<file path="config.mk">
export PLATFORM = sky130hd
export DESIGN_NAME = mlp_init_loader
export DESIGN_NICKNAME = d
export VERILOG_FILES = /design/src/rtl/mlp_init_loader.sv
export SDC_FILE = /design/constraint.sdc
export NUM_CORES = 1
export LEC_CHECK = 0
export ABC_AREA = 1
export CAP_MARGIN = 20
export CORE_MARGIN = 1.5
export CORE_UTILIZATION = 45
export CTS_CLUSTER_SIZE = 12
export DETAILED_ROUTE_END_ITERATION = 10
export PLACE_DENSITY = 0.75
export RECOVER_POWER = 50
export SYNTH_ARGS = -nofsm -noshare
export SYNTH_HDL_FRONTEND = slang
export SYNTH_SLANG_ARGS = --single-unit
</file>
<file path="constraint.sdc">
create_clock -name clk_i -period 1.6 [get_ports clk_i]
set_input_delay 0.48 -clock clk_i [delete_from_list [all_inputs] [get_ports clk_i]]
set_output_delay 0.48 -clock clk_i [all_outputs]
set_load 0.01 [all_outputs]
</file>
<file path="src/rtl/mlp_init_loader.sv">
// ============================================================================
// mlp_init_loader
// ----------------------------------------------------------------------------
// Upstream feeder for mlp_fsm. The block accepts one load request and then
// takes a fixed-length word stream over a valid/ready handshake. The first
// W_DEPTH words go to the weight SRAM (W) and the next X_DEPTH words go to
// bank 0 of the activation SRAM (X). Both SRAMs are written through
// registered write ports. When the last word has been written, init_valid_o
// rises and stays high until init_ready_i accepts it.
//
// Optional feature (macro MLP_LOADER_CHECKSUM_EN):
//   When the macro is defined, the block adds checksum_o[15:0]. This is the
//   modulo-2^16 sum of every accepted stream word. It is cleared when a load
//   starts and is valid while init_valid_o is high. When the macro is not
//   defined, the port and its adder do not exist.
//
// Parameters:
//   DATA_W   width of a stream word and of each SRAM write-data port
//   W_DEPTH  number of weight words loaded      (<= 2048)
//   X_DEPTH  number of activation words loaded  (<= 256)
//
// Ports:
//   clk_i         clock, rising edge
//   rst_ni        asynchronous active-low reset
//   load_valid_i  load request; accepted only while load_ready_o is high
//   load_ready_o  high only in IDLE (low while in reset)
//   s_valid_i     stream word valid
//   s_ready_o     loader accepts a word (LOAD_W / LOAD_X)
//   s_data_i      stream word
//   w_wen_o       weight SRAM write strobe (one pulse per beat)
//   w_addr_o      weight SRAM address
//   w_wdata_o     weight SRAM write data
//   x_wen_o       activation SRAM write strobe (one pulse per beat)
//   x_sel_o       activation bank select, tied to bank 0
//   x_addr_o      activation SRAM address
//   x_wdata_o     activation SRAM write data
//   init_valid_o  load complete, held until accepted
//   init_ready_i  downstream FSM accepts completion
//   checksum_o    (MLP_LOADER_CHECKSUM_EN only) sum of accepted words
// ============================================================================
module mlp_init_loader #(
   parameter int unsigned DATA_W  = 8,
   parameter int unsigned W_DEPTH = 2048,
   parameter int unsigned X_DEPTH = 256
) (
   input  logic              clk_i,
   input  logic              rst_ni,
   input  logic              load_valid_i,
   output logic              load_ready_o,
   input  logic              s_valid_i,
   output logic              s_ready_o,
   input  logic [DATA_W-1:0] s_data_i,
   output logic              w_wen_o,
   output logic [10:0]       w_addr_o,
   output logic [DATA_W-1:0] w_wdata_o,
   output logic              x_wen_o,
   output logic              x_sel_o,
   output logic [7:0]        x_addr_o,
   output logic [DATA_W-1:0] x_wdata_o,
   output logic              init_valid_o,
   input  logic              init_ready_i
`ifdef MLP_LOADER_CHECKSUM_EN
   ,
   output logic [15:0]       checksum_o
`endif
);

   typedef enum logic [1:0] {
      IDLE   = 2'd0,
      LOAD_W = 2'd1,
      LOAD_X = 2'd2,
      DONE   = 2'd3
   } state_e;

   // Terminal counter values for the two phases.
   localparam logic [10:0] W_LAST = 11'(W_DEPTH - 1);
   localparam logic [10:0] X_LAST = 11'(X_DEPTH - 1);

   // ------------------------------------------------------------------------
   // State and registered outputs
   // ------------------------------------------------------------------------
   state_e              state_q,      state_d;
   logic [10:0]         cnt_q,        cnt_d;
   logic                load_ready_q, load_ready_d;
   logic                s_ready_q,    s_ready_d;
   logic                w_wen_q,      w_wen_d;
   logic [10:0]         w_addr_q,     w_addr_d;
   logic [DATA_W-1:0]   w_wdata_q,    w_wdata_d;
   logic                x_wen_q,      x_wen_d;
   logic [7:0]          x_addr_q,     x_addr_d;
   logic [DATA_W-1:0]   x_wdata_q,    x_wdata_d;
   logic                init_valid_q, init_valid_d;
`ifdef MLP_LOADER_CHECKSUM_EN
   logic [15:0]         csum_q,       csum_d;
`endif

   logic beat_s;

   // A beat is a handshake on the stream. s_ready_q is registered, so it is
   // the same value that the upstream source sees.
   assign beat_s = s_valid_i & s_ready_q;

   // Next-state and next-output logic for the load sequencer.
   always_comb begin
      state_d      = state_q;
      cnt_d        = cnt_q;
      load_ready_d = load_ready_q;
      s_ready_d    = s_ready_q;
      // The strobes are single-cycle pulses. Address and data hold their
      // last captured values.
      w_wen_d      = 1'b0;
      w_addr_d     = w_addr_q;
      w_wdata_d    = w_wdata_q;
      x_wen_d      = 1'b0;
      x_addr_d     = x_addr_q;
      x_wdata_d    = x_wdata_q;
      init_valid_d = init_valid_q;
`ifdef MLP_LOADER_CHECKSUM_EN
      csum_d       = csum_q;
`endif

      case (state_q)
         IDLE: begin
            // load_ready comes up on the first edge after reset release, and
            // then stays high for as long as the sequencer waits in IDLE.
            if (load_valid_i && load_ready_q) begin
               state_d      = LOAD_W;
               cnt_d        = 11'd0;
               load_ready_d = 1'b0;
               s_ready_d    = 1'b1;
`ifdef MLP_LOADER_CHECKSUM_EN
               csum_d       = 16'd0;
`endif
            end else begin
               load_ready_d = 1'b1;
            end
         end

         LOAD_W: begin
            if (beat_s) begin
               w_wen_d   = 1'b1;
               w_addr_d  = cnt_q;
               w_wdata_d = s_data_i;
`ifdef MLP_LOADER_CHECKSUM_EN
               csum_d    = csum_q + 16'(s_data_i);
`endif
               // s_ready stays high across the phase change, so the first X
               // word can be taken on the very next cycle.
               if (cnt_q == W_LAST) begin
                  cnt_d   = 11'd0;
                  state_d = LOAD_X;
               end else begin
                  cnt_d   = cnt_q + 11'd1;
               end
            end else begin
               cnt_d = cnt_q;
            end
         end

         LOAD_X: begin
            if (beat_s) begin
               x_wen_d   = 1'b1;
               x_addr_d  = cnt_q[7:0];
               x_wdata_d = s_data_i;
`ifdef MLP_LOADER_CHECKSUM_EN
               csum_d    = csum_q + 16'(s_data_i);
`endif
               // init_valid is registered on the same edge as the last X
               // strobe, so the two are high together.
               if (cnt_q == X_LAST) begin
                  cnt_d        = 11'd0;
                  state_d      = DONE;
                  s_ready_d    = 1'b0;
                  init_valid_d = 1'b1;
               end else begin
                  cnt_d        = cnt_q + 11'd1;
               end
            end else begin
               cnt_d = cnt_q;
            end
         end

         DONE: begin
            if (init_valid_q && init_ready_i) begin
               state_d      = IDLE;
               init_valid_d = 1'b0;
               load_ready_d = 1'b1;
            end else begin
               init_valid_d = 1'b1;
            end
         end

         default: begin
            // An illegal encoding goes back to a clean IDLE.
            state_d      = IDLE;
            cnt_d        = 11'd0;
            load_ready_d = 1'b0;
            s_ready_d    = 1'b0;
            init_valid_d = 1'b0;
         end
      endcase
   end

   // State and output registers. The asynchronous reset removes the strobes
   // immediately and abandons any partial load.
   always_ff @(posedge clk_i or negedge rst_ni) begin
      if (!rst_ni) begin
         state_q      <= IDLE;
         cnt_q        <= 11'd0;
         load_ready_q <= 1'b0;
         s_ready_q    <= 1'b0;
         w_wen_q      <= 1'b0;
         w_addr_q     <= 11'd0;
         w_wdata_q    <= '0;
         x_wen_q      <= 1'b0;
         x_addr_q     <= 8'd0;
         x_wdata_q    <= '0;
         init_valid_q <= 1'b0;
`ifdef MLP_LOADER_CHECKSUM_EN
         csum_q       <= 16'd0;
`endif
      end else begin
         state_q      <= state_d;
         cnt_q        <= cnt_d;
         load_ready_q <= load_ready_d;
         s_ready_q    <= s_ready_d;
         w_wen_q      <= w_wen_d;
         w_addr_q     <= w_addr_d;
         w_wdata_q    <= w_wdata_d;
         x_wen_q      <= x_wen_d;
         x_addr_q     <= x_addr_d;
         x_wdata_q    <= x_wdata_d;
         init_valid_q <= init_valid_d;
`ifdef MLP_LOADER_CHECKSUM_EN
         csum_q       <= csum_d;
`endif
      end
   end

   assign load_ready_o = load_ready_q;
   assign s_ready_o    = s_ready_q;
   assign w_wen_o      = w_wen_q;
   assign w_addr_o     = w_addr_q;
   assign w_wdata_o    = w_wdata_q;
   assign x_wen_o      = x_wen_q;
   assign x_sel_o      = 1'b0;
   assign x_addr_o     = x_addr_q;
   assign x_wdata_o    = x_wdata_q;
   assign init_valid_o = init_valid_q;
`ifdef MLP_LOADER_CHECKSUM_EN
   assign checksum_o   = csum_q;
`endif

endmodule
</file>
---- After elaboration in Yosys (flattened, before gate mapping) ----
Cells that the tools add are included.
storage, ports and cells
  register bits after elaboration ......... 53
  latch bits .............................. 0
  bits in writable memories ............... 0
  bits in read-only memories .............. 0
  output and inout bits ................... 41
  word-level logic and storage cells ...... 65
  memories ................................ 0
operators by class
  add/sub/neg operators ................... 1
  $mul .................................... 0
  divide/modulo/power cells ............... 0
  order comparisons ....................... 0
  eq/ne operators ......................... 11
  shift-type cells ........................ 0
  multiplexer cells ....................... 27
  bitwise gates (word level) .............. 1
  reduce and logical (&&, ||, !) cells .... 14
operators by type and width
  operator                                              count
  two-way mux 11 bit                                    5
  case mux 11 bit (3 select lines)                      1
  two-way mux 2 bit                                     6
  != test 2 bit, second input constant                  6
  adder 11 x 1 -> 11 bit, second input constant         1
  equality test 11 bit, second input constant           1
  equality test 11 x 8 -> 1 bit, second input constant  1
  two-way mux 1 bit                                     11
  case mux 2 bit (4 select lines)                       1
  AND reduction 4 bit                                   2
  case mux 1 bit (2 select lines)                       3
  AND reduction 2 bit                                   3
  AND reduction 6 bit                                   1
  nonzero test 2 bit                                    3
  equality test 2 bit, second input constant            2
  AND reduction 3 bit                                   1
  nonzero test 3 bit                                    1
  equality test 2 x 1 -> 1 bit, second input constant   1
  logical AND 1 bit                                     2
  zero test 2 bit                                       1
  AND 1 bit                                             1

---- Depth between registers and ports, before layout ----
Gate-level depths: netlist of the first run.
  word-level depth ........................ 4
  mapped depth ............................ 9
  gate-level depth less buffers ........... 9

---- Worst setup path after synthesis of the first run ----
OpenSTA, ideal clock, no wires.
  path kind ............................... flip-flop to flip-flop
  start point ............................. reg state_q[0]
  end point ............................... reg cnt_q[6]
  library setup time ...................... 0.117 ns
  arrival time ............................ 1.401 ns
  required time ........................... 1.483 ns
  setup slack ............................. 0.082 ns
  stages on the path, launching flop included .. 10
  buffers on the path ..................... 1
  period minus slack after synthesis ...... 1.518 ns
  cells stage by stage .................... dfrtp_1 -> inv_1 -> ha_1 -> nor2_2 -> nor2_2 -> nor2_4 -> buf_6 -> nand2_1 -> o21ai_1 -> inv_1
on the way
  word-level cells in the longest chain between the ends .. 3
  elaborated cells between the ends (all ways) .. 9
ends and longest elaborated chain
  what                                                                         line  RTL
  start, declared                                                              82    state_e state_q, state_d;
  start signal, assigned                                                       223   state_q <= state_d;
  equality test 2 x 1 -> 1 bit, or another cell as far along                   122   case (state_q)
  != test 2 bit (no source line) / nonzero test 3 bit (equally long branches)  --
  AND reduction 4 bit (no source line)                                         --
  end signal, assigned                                                         224   cnt_q <= cnt_d;
  end, declared                                                                83    logic [10:0] cnt_q, cnt_d;
Several ways; a longest one is shown, not always the timed one.
A chain may end at the register's enable or synchronous reset.

---- Worst setup path in the final report of the first run ----
  start point ............................. in load_valid_i
  end point ............................... reg cnt_q[10]
on the way
  word-level cells in the longest chain between the ends .. 3
ends and longest elaborated chain
  what                                  line  RTL
  start, declared                       48    input logic load_valid_i,
  logical AND 1 bit                     126   if (load_valid_i && load_ready_q) begin
  != test 2 bit (no source line)        --
  AND reduction 4 bit (no source line)  --
No other way between the ends.

==> metrics.md, run 1 <==
| Metric | Value |
|---|---|
| Final Hold Viols | 0 |
| Worst Tran Pin Value | around 1.3 ns |
| Syn_nets | approximately 300 |
| Ys Warns | 0 |
| # DRC | 0 |
| Antenna viol nets, final | 0 |
| Total GRT Usage | 0.178 |
| Worst path max stage delay | 0.46 ns |
| Worst-path clk slew | approximately 0.10 ns |
| Final Skew | between 0.006 and 0.007 ns |
| Synth Register Bits | 53 |
| Synth area leaders | dfrtp_1 54%, nand2_1 12%, inv_1 5.6%, o21ai_0 4.3%, o21ai_1 4.3% |
| Hpwl dp | 3540 um |
| Critical path data required time | between 1.5 and 2 ns |
| Die area | just under 0.006 mm^2 |
| Power share of the combinational group | 0.509 |
| Worst Path Buf+Inv | 2 |
| Critical Path, Cell by Cell | clkdlybuf4s50_1 -> nand2_1 -> nand2_4 -> nand2_2 -> nor2_4 -> buf_12 -> nand3_2 -> nand2_1 -> nand2_1 -> a21oi_2 |
| Register area share after synthesis | 0.537 |
| Die Width | approximately 77 um |
| Status | completed |
| Critical Path AT | about 1.8 ns |
| Share of the synthesized area in the top cell type | 0.537 |
| Synth area leader | dfrtp_1 |
| Number of max-cap violations | 0 |
| Peak supply drop | 0.921 mV |
| Post-layout net count | approximately 370 |
| Via count | 2050 |
| Most common cell after layout, fill and taps aside | nand2_1 |
| H-Tree Level Count | 2 |
| Vert. Die Dim | 77.1 um |
| Count of cell types in the netlist | 26 |
| Placement Cell Area | between 0.003 and 0.004 mm^2 |
| Setup TNS | 0 ns |
| CTS Buf Count | 5 |
| Global-route wire length before repair | 8600 um |
| Root buf cell | clkbuf_8 |
| Mapped cell area | around 0.0025 mm^2 |
| Net Sw Frac | 0.393 |
| Drt pass-1 iters | 4 |
| Hold Path Class | reg -> reg |
| Clock group share of total power | 0.143 |
| CP most frequent cell | nand2_1 |
| Fin area | about 0.0033 mm^2 |
| Startpoint types | primary input |
| Starting Density | 0.475 |
| Ant diodes | 0 |
| Core Rows | 26 |
| Port bufs | 52 |
| GPL Wtd Cong | ~0.83 |
| Setup-failing EPs final | 0 |
| CP endpoint kind | flip-flop |
| Post-Synthesis Cells | about 280 |
| Pre-CTS setup slack | -0.249 ns |
| Number of global-route vias before repair | 1937 |
| Clk_lat worst skew | 0.31 ns |
| Sequential group share of total power | 0.349 |
| Fmax | around 640 MHz |
| Core area | roughly 0.0052 mm^2 |
| Slew headroom | 0.142 |
| Final setup margin | 0.0463 ns |
| Top cell family by delay on the critical path | simple AND/OR/NAND/NOR gates |
| Via density | roughly 4.8 |
| RSZ-0062 raised after global routing | yes |
| DRC marker count from the first detailed-route iteration | roughly 150 |
| Multi-input gate area | approximately 1000 um^2 |
| Hold bufs inserted after CTS | 0 |
| Register Area | 0.00133 mm^2 |
| Share of cells above drive strength 1 | 0.189 |
| Lkg Pwr | 1.72 nW |
| # IOs | 54 |
| Net Switching | ~2.2 mW |
| Slowest stage cell, crit path | clkdlybuf4s50_1 |
| Final period utilization | 0.971 |
| Total grt overflow | 0 |
| Initial antenna violation count | 0 |
| CTS Sinks | 53 |
| Final Slew Violations | 0 |
| DR WL/cell | between 10 and 15 um |
| TritonCTS clock tree | done |
| Fin crit period | approximately 1.6 ns |
| Internal power | between 3 and 4 mW |
| Mapped Avg Cell Area | 8.70 um^2 |
| Most frequent cells in the layout | 77 x nand2_1, 53 x dfrtp_1, 40 x dlygate4sd2_1 |
| Classification of the worst setup path | in -> reg |
| Crit-path max FO | 8 |
| Aggregate routed wire length | 5100 um |
| FILL cells | 463 |
| Finished Core Util | 0.636 |
| Power Total | between 5 and 6 mW |
| Largest net degree at the start of global routing | 54 |
| Power Density | 1650 mW/mm^2 |
| Clock Path Buffers | 2 |
| Area grow syn2layout | 34.0% |
==> per-stage QoR <==
| stage | hold WS [ns] | std cells |
|---|---|---|
| 2_1_floorplan | 0.184 | 284 |
| 3_3_place_gp | 0.463 | 414 |
| 3_5_place_dp | 0.470 | 414 |
| 4_1_cts | 0.160 | 422 |
| 5_1_grt | 0.511 | 425 |
| 6_report | 0.484 | 425 |
==> flip-flops by register name, indices dropped and copies added (netlist names) <==
name and flops:
cnt_q 11, state_q 2, s_ready_o 1, w_wdata_o 8, w_wen_o 1, x_wen_o 1
init_valid_o 1, x_wdata_o 8, x_addr_o 8, w_addr_o 11, load_ready_o 1
==> layout make-up <==
type                    instances  area share
inverters                      39      0.0450
clock buffers                   5      0.0208
multi-input cells             183       0.301
clock inverters                 3     0.00756
repair buffers                 72       0.199
well taps                      70      0.0264
flip-flops and latches         53       0.400
==> worst register-to-register path, delay by kind of cell, from the launching register on <==
family / cells / cell delay, ns
and+or+nand+nor: 5 / 0.45
DFF: 1 / 0.43
buffers and inverters: 3 / 0.36
adders and majority gates: 1 / 0.15
AOI/OAI and AO/OA: 1 / 0.09
==> path summary, 6_finish.rpt <==
| kind | cells after the start | slack [ns] | startpoint | to |
|---|---|---|---|---|
| worst max-delay path | 10 | 0.05 | load_valid_i | cnt_q[10] |
| worst min-delay path | 2 | 0.48 | x_wdata_o[5] | x_wdata_o[5] |
| worst max register to register | 10 | 0.05 | state_q[0] | cnt_q[10] |
| worst min register to register | 2 | 0.48 | x_wdata_o[5] | x_wdata_o[5] |
| max in group asynchronous | 2 | 0.31 | rst_ni | x_addr_o[5] |
| min in group asynchronous | 2 | 0.53 | rst_ni | w_wdata_o[4] |
==> Yosys cell counts (all sizes together) <==
cell    count
nand2      84
dfrtp      53
o21ai      48
inv        39
nand3      17
nor2       14
buf         8
a21oi       7
ha          6
nor3        3
clkbuf      1
conb        1
nand3b      1
o211ai      1
xnor2       1
==> what timing repair did <==
action	in CTS	in global routing
pin swaps	0	5
resized for setup	41	20
endpoints found under the setup margin	44	34
cloned	0	1
setup buffers	0	2
==> layer usage <==
metal / global-route usage / vias up / wire [um]
met1: 0.231 / 935 / 2410
met2: 0.312 / 67 / 2320
met4: 0.0436 / 0 / 78
li1: - / 1040 / -
met5: 0 / - / 0
met3: 0.0274 / 8 / 288
==> power groups by stage <==
stage / clock network (mW) / registers [mW] / logic (mW)
5_1_grt: 0.856 / 1.97 / 3.04
4_1_cts: 0.805 / 1.90 / 2.46
3_3_place_gp: 0 / 1.94 / 2.63
3_5_place_dp: 0 / 1.95 / 2.67
6_report: 0.780 / 1.91 / 2.78
2_1_floorplan: 0 / 2.11 / 1.24
==> logic make-up (layout without fill, tap and decap cells) <==
logic type,Yosys count,in the layout,synth area share
AND/OR/NAND/NOR,119,119,0.214
buffers and inverters,48,119,0.0891
other,1,1,0.00152
adder cells (fa/ha/maj),6,6,0.0304
AO/OA/AOI/OAI,56,56,0.125
flip-flops,53,53,0.537
XOR/XNOR,1,1,0.00354
(Power assumes the default switching activity.)
==> run 2: changes to the inputs <==
CAP_MARGIN = 30   (was 20)
==> results of run 2 <==
The final DEF is identical to that of run 1; final timing and power are the same.
